--- src/rtl/mdr_pkg.sv ---
// Shared MDR datapath definitions: operand/product widths, multiplier FSM states.
package mdr_pkg;

  localparam int unsigned DW         = 16;
  localparam int unsigned PW         = 2 * DW;
  localparam int unsigned MULT_CNT_W = $clog2(DW);

  typedef enum logic [1:0] {
    IDLE = 2'd0,
    LOAD = 2'd1,
    CALC = 2'd2,
    DONE = 2'd3
  } mult_state_t;

endpackage

--- src/rtl/mdr_multiplier_if.sv ---
// Start/Ready handshake and operand/product bus of the MDR multiplier.
interface mdr_multiplier_if;

  logic                     start;
  logic [mdr_pkg::DW-1:0]   Multiplicand;
  logic [mdr_pkg::DW-1:0]   Multiplier;
  logic                     Ready;
  logic                     Busy;
  logic [mdr_pkg::PW-1:0]   Product;

  modport master (
    output start, Multiplicand, Multiplier,
    input  Ready, Busy, Product
  );

  modport slave (
    input  start, Multiplicand, Multiplier,
    output Ready, Busy, Product
  );

endinterface

--- src/rtl/mdr_mult_counter.sv ---
// Iteration counter for the multiplier; term_o flags the last iteration (DW-1).
module mdr_mult_counter
  import mdr_pkg::*;
(
  input  logic clk,
  input  logic rst,
  input  logic enb_i,
  input  logic sync_rst_i,
  output logic term_o
);

  logic [MULT_CNT_W-1:0] cnt_q, cnt_d;
  logic                  term_q, term_d;

  // Next count and registered terminal flag
  always_comb begin
    cnt_d  = cnt_q;
    term_d = term_q;
    if (sync_rst_i) begin
      cnt_d  = '0;
      term_d = 1'b0;
    end else if (enb_i) begin
      cnt_d  = cnt_q + MULT_CNT_W'(1);
      term_d = (cnt_d == MULT_CNT_W'(DW - 1));
    end
  end

  // Count register
  always_ff @(posedge clk or posedge rst) begin
    if (rst) begin
      cnt_q  <= '0;
      term_q <= 1'b0;
    end else begin
      cnt_q  <= cnt_d;
      term_q <= term_d;
    end
  end

  assign term_o = term_q;

endmodule

--- src/rtl/mdr_multiplier.sv ---
// Sequential shift-and-add multiplier, one multiplier bit per clock.
// Optional two's-complement operands when MDR_MULT_SIGNED_EN is defined.
module mdr_multiplier
  import mdr_pkg::*;
(
  input  logic            clk,
  input  logic            rst,
  mdr_multiplier_if.slave bus
);

  mult_state_t   state_q, state_d;
  logic [DW-1:0] a_q, a_d, b_q, b_d;
  logic [PW-1:0] acc_q, acc_d, mcand_q, mcand_d;
  logic [DW-1:0] mplier_q, mplier_d;
  logic [PW-1:0] product_q, product_d;
  logic          ready_q, ready_d, busy_q, busy_d;
  logic          cnt_enb, cnt_clr, cnt_term;
  logic [DW-1:0] mag_a, mag_b;
  logic [PW-1:0] result;
`ifdef MDR_MULT_SIGNED_EN
  logic          sign_q, sign_d;

  // Magnitudes of the captured operands and sign-corrected result
  always_comb begin
    mag_a  = a_q[DW-1] ? DW'(~a_q + DW'(1)) : a_q;
    mag_b  = b_q[DW-1] ? DW'(~b_q + DW'(1)) : b_q;
    result = sign_q ? PW'(~acc_q + PW'(1)) : acc_q;
  end
`else
  // Unsigned operands pass straight through
  always_comb begin
    mag_a  = a_q;
    mag_b  = b_q;
    result = acc_q;
  end
`endif

  mdr_mult_counter u_counter (
    .clk        (clk),
    .rst        (rst),
    .enb_i      (cnt_enb),
    .sync_rst_i (cnt_clr),
    .term_o     (cnt_term)
  );

  // Next-state, datapath and output decode
  always_comb begin
    state_d   = state_q;
    a_d       = a_q;
    b_d       = b_q;
    acc_d     = acc_q;
    mcand_d   = mcand_q;
    mplier_d  = mplier_q;
    product_d = product_q;
    cnt_enb   = 1'b0;
    cnt_clr   = 1'b0;
`ifdef MDR_MULT_SIGNED_EN
    sign_d    = sign_q;
`endif
    unique case (state_q)
      IDLE: begin
        if (bus.start) begin
          a_d     = bus.Multiplicand;
          b_d     = bus.Multiplier;
          state_d = LOAD;
        end
      end
      LOAD: begin
        acc_d    = '0;
        mcand_d  = PW'(mag_a);
        mplier_d = mag_b;
        cnt_clr  = 1'b1;
`ifdef MDR_MULT_SIGNED_EN
        sign_d   = a_q[DW-1] ^ b_q[DW-1];
`endif
        state_d  = CALC;
      end
      CALC: begin
        if (mplier_q[0]) acc_d = acc_q + mcand_q;
        mcand_d  = mcand_q << 1;
        mplier_d = mplier_q >> 1;
        cnt_enb  = 1'b1;
        if (cnt_term) state_d = DONE;
      end
      DONE: begin
        product_d = result;
        state_d   = IDLE;
      end
      default: state_d = IDLE;
    endcase
    ready_d = (state_q == DONE);
    busy_d  = (state_d == LOAD) || (state_d == CALC);
  end

  // State, datapath and output registers
  always_ff @(posedge clk or posedge rst) begin
    if (rst) begin
      state_q   <= IDLE;
      a_q       <= '0;
      b_q       <= '0;
      acc_q     <= '0;
      mcand_q   <= '0;
      mplier_q  <= '0;
      product_q <= '0;
      ready_q   <= 1'b0;
      busy_q    <= 1'b0;
`ifdef MDR_MULT_SIGNED_EN
      sign_q    <= 1'b0;
`endif
    end else begin
      state_q   <= state_d;
      a_q       <= a_d;
      b_q       <= b_d;
      acc_q     <= acc_d;
      mcand_q   <= mcand_d;
      mplier_q  <= mplier_d;
      product_q <= product_d;
      ready_q   <= ready_d;
      busy_q    <= busy_d;
`ifdef MDR_MULT_SIGNED_EN
      sign_q    <= sign_d;
`endif
    end
  end

  assign bus.Ready   = ready_q;
  assign bus.Busy    = busy_q;
  assign bus.Product = product_q;

endmodule

--- src/flat_wrapper.sv ---
// flat-port wrapper written by rule: the top's interface ports become plain ports
module mdr_multiplier_flat import mdr_pkg::*;
  (clk, rst, bus_start, bus_Multiplicand, bus_Multiplier, bus_Ready, bus_Busy, bus_Product);
  mdr_multiplier_if bus_i ();
  input  logic clk;
  input  logic rst;
  input wire logic [$bits(bus_i.start)-1:0] bus_start;
  input wire logic [$bits(bus_i.Multiplicand)-1:0] bus_Multiplicand;
  input wire logic [$bits(bus_i.Multiplier)-1:0] bus_Multiplier;
  output wire logic [$bits(bus_i.Ready)-1:0] bus_Ready;
  output wire logic [$bits(bus_i.Busy)-1:0] bus_Busy;
  output wire logic [$bits(bus_i.Product)-1:0] bus_Product;
  assign bus_i.start = bus_start;
  assign bus_i.Multiplicand = bus_Multiplicand;
  assign bus_i.Multiplier = bus_Multiplier;
  assign bus_Ready = bus_i.Ready;
  assign bus_Busy = bus_i.Busy;
  assign bus_Product = bus_i.Product;
  mdr_multiplier u_core (.clk(clk), .rst(rst), .bus(bus_i));
endmodule
--- config.mk ---
export PLATFORM = sky130hd
export DESIGN_NAME = mdr_multiplier_flat
export DESIGN_NICKNAME = d
export VERILOG_FILES = /design/src/rtl/mdr_pkg.sv /design/src/rtl/mdr_multiplier_if.sv /design/src/rtl/mdr_mult_counter.sv /design/src/rtl/mdr_multiplier.sv /design/src/flat_wrapper.sv
export SDC_FILE = /design/constraint.sdc
export NUM_CORES = 1
export LEC_CHECK = 0
export CAP_MARGIN = 10
export CORE_MARGIN = 1
export CORE_UTILIZATION = 50
export CTS_CLUSTER_DIAMETER = 80
export DETAILED_ROUTE_END_ITERATION = 7
export PLACE_DENSITY = 0.7
export SLEW_MARGIN = 20
export SYNTH_ARGS = -nofsm -noshare
export SYNTH_HDL_FRONTEND = slang
export SYNTH_SLANG_ARGS = --single-unit
export TNS_END_PERCENT = 30
--- constraint.sdc ---
create_clock -name clk -period 5.4 [get_ports clk]
set_clock_uncertainty 0.05 [all_clocks]
set_input_delay 0.54 -clock clk [delete_from_list [all_inputs] [get_ports clk]]
set_output_delay 0.54 -clock clk [all_outputs]
set_load 0.02 [all_outputs]
==> results.cfg <==
[synthesis]
ys.warnings.count = 0
ys_top_cells_by_count = 153 x dfrtp_1, 65 x mux2_2, 57 x a21oi_1
syn-cell-area_sq_mm = 0.007602
syn_nets = 779
synth_flop_cell = dfrtp_1
synth_area_leaders = dfrtp_1 50%, mux2_2 9.6%, ha_1 6.3%
async_reset_ff_frac = 1.000
yosys.area.top_type = dfrtp_1
postSynthAreaPerCell_sq_um = 10.78
yosysMostFrequentCell = dfrtp_1
synth_cell_types = 54
ys_ff_latch = 153
synth_edf_count = 0
synthCells = 705
synth_top_area_frac = 0.5036
seq_area_frac_synth = 0.5036

[critical_path]
path_common_cell = o21ai_0
cp_cell_sequence = ha_1 -> inv_1 -> fa_1 -> nor2b_1 -> o21a_1 -> o21ai_1 -> a211oi_1 -> o21ai_0 -> a21oi_1 -> a31oi_1 -> xor2_1 -> o21ai_0
worstSetupStartpointType = flip-flop
slowest_delay_ns = 0.43
rr_worst_depth = 12
crit_type = flip-flop to flip-flop
cp_data_required_time_ns = 5.70
cp_max_fo = 4
crit_slowest_cell = a211oi_1
endpoint_kind = flip-flop
worstPathArrival_ns = 3.27

[floorplan]
die_y_um = 125.3
design.core.area_sq_mm = 0.01470
die_area_sq_mm = 0.01570
pin_count = 69
start_util = 0.5172
fp.dieW_um = 125.3
rows = 44

[global_routing]
grt.overflow.total = 0
antenna_found_initial = 0
grt_first_pass_wirelength_um = 26610
grt_max_degree = 118
grt_pass1_vias = 5485
grtUsageTotal = 0.2137

[pwr]
peakVddDrop_mv = 0.3444
leakage_nw = 4.120
cellPowerDensity_mw_per_mm2 = 620.4

[cells_and_area]
fin_nets = 840
fillers = 1132
instances_no_fill = 963
drive_gt1_frac = 0.1463
regArea_sq_mm = 0.003829
diodes = 0
multi_input_area_sq_mm = 0.003537
area_growth_pct = 19.08

[worst_hold_path]
min_path_cells = 2
hp-class = flip-flop to flip-flop

[placed_design]
dp.cells = 931
dp_hpwl_um = 10290
gp_congestion = 0.8271
portBuffers = 68
pre_cts_ws_ns = 2.446

[timing]
setup_viol = 0
whs_ns = 0.4418
finalCriticalPeriod_ns = 2.979
rsz0062_at_grt = no
setup-tns-final_ns = 0
layout_setup_ws_ns = 2.421
tightest_slew_ns = 0.7905
max_freq_mhz = 335.7
hold_violations = 0
fin_crit_sh = 0.5516
slew_headroom = 0.4730
slew_viol_final = 0

[route]
wl_per_cell_um = 16.16
wl_um = 15560
remaining_drc_errors = 4
ant_nets = 0
drtPass1Iterations = 6
first_iter_violations = 291
vias = 5378
vias_per_cell = 5.585

[clock_tree]
cts_hold_buffers = 0
clock_latency_ns = 0.43
clk_pin_slew_ns = 0.06
cts_resized = 0
clock-sinks = 153
cts_root_buffer = clkbuf_16
cts_tree = built
htree_levels = 4
clock_path_buffers = 2
cts_made_buffers = 17
cts_setup_buffers = 0

[job]
cap_violations = 0

[status]
status = finished, violations left
violations = design-rule violations
==> report_power, final <==
group | total, mW | internal (mW) | switching [mW] | leakage (nW)
Clock | 1.18 | 0.693 | 0.487 | 0.278
Sequential | 1.89 | 1.59 | 0.300 | 1.92
Combinational | 2.54 | 1.12 | 1.42 | 1.93
==> registers in the layout (all words and copies together) (netlist names) <==
signal and flops:
u_core.acc_q 32, u_core.bus.Product 32, u_core.mcand_q 32, u_core.a_q 16, u_core.b_q 16, u_core.mplier_q 16
u_core.u_counter.cnt_q 4, u_core.state_q 2, u_core.bus.Busy 1, u_core.bus.Ready 1, u_core.u_counter.term_o 1
==> cells by family (layout without fill, tap and decap cells) <==
group                    Yosys count  in the layout  share of synthesized area
AO/OA/AOI/OAI                    171            171                     0.1383
flip-flops                       153            153                     0.5036
AND/OR/NAND/NOR                  151            151                    0.09019
multiplexers                      98             98                     0.1397
buffers and inverters             67            141                    0.03308
adder cells (fa/ha/maj)           39             39                    0.06518
XOR/XNOR                          26             26                    0.02995
==> stage by stage <==
stage	total power [mW]	area, sq um	utilization
finish	5.616	9052	0.6159
global route	6.023	9052	0.6159
CTS	5.632	9040	0.6150
detailed placement	4.416	8452	0.5750
global placement	4.324	8452	0.5750
floorplan	3.752	7602	-
==> cells in the final DEF, fill, tap and decap left out, types with 33 or more instances in the layout <==
master	netlist	final
ha_1	38	36
mux2_2	65	65
nand2_1	43	43
nor2_1	48	48
o21ai_0	49	49
mux2i_1	33	33
dfrtp_1	153	153
a21oi_1	57	57
inv_1	34	33
clkdlybuf4s50_1	0	68
==> layer usage <==
| layer | vias to the layer above | share of wire | track usage |
|---|---|---|---|
| li1 | 2612 | - | - |
| met1 | 2641 | 0.47 | 0.2787 |
| met2 | 100 | 0.47 | 0.3460 |
| met3 | 25 | 0.042 | 0.04707 |
| met4 | 0 | 0.019 | 0.08895 |
| met5 | - | 0 | 0 |
==> cell type report <==
type	count	area share
clock buffer	18	0.04851
clock inverter	14	0.01645
inverter	34	0.01493
multi-input combinational	485	0.3907
sequential	153	0.4229
tap	184	0.02543
timing repair buffer	75	0.08100
==> worst max-delay path, delay by kind of cell, from the launching register on <==
| family | cells | cell delay [ns] |
|---|---|---|
| AO/OA/AOI/OAI | 7 | 1.49 |
| adder cells (fa/ha/maj) | 2 | 0.63 |
| XOR/XNOR | 1 | 0.15 |
| AND/OR/NAND/NOR | 1 | 0.13 |
| flip-flops | 1 | 0.38 |
| buffers and inverters | 1 | 0.07 |
==> final timing paths <==
check                                   from                  end  slack [ns]
setup / recovery           u_core.mcand_q[0]     u_core.acc_q[18]        2.42
max in group asynchronous                rst        u_core.a_q[2]        3.64
hold reg to reg                u_core.a_q[0]    u_core.mcand_q[0]        0.44
min in group asynchronous                rst  u_core.mplier_q[15]        0.63
setup reg to reg           u_core.mcand_q[0]     u_core.acc_q[18]        2.42
hold / removal                 u_core.a_q[0]    u_core.mcand_q[0]        0.44
(Power assumes the default switching activity.)
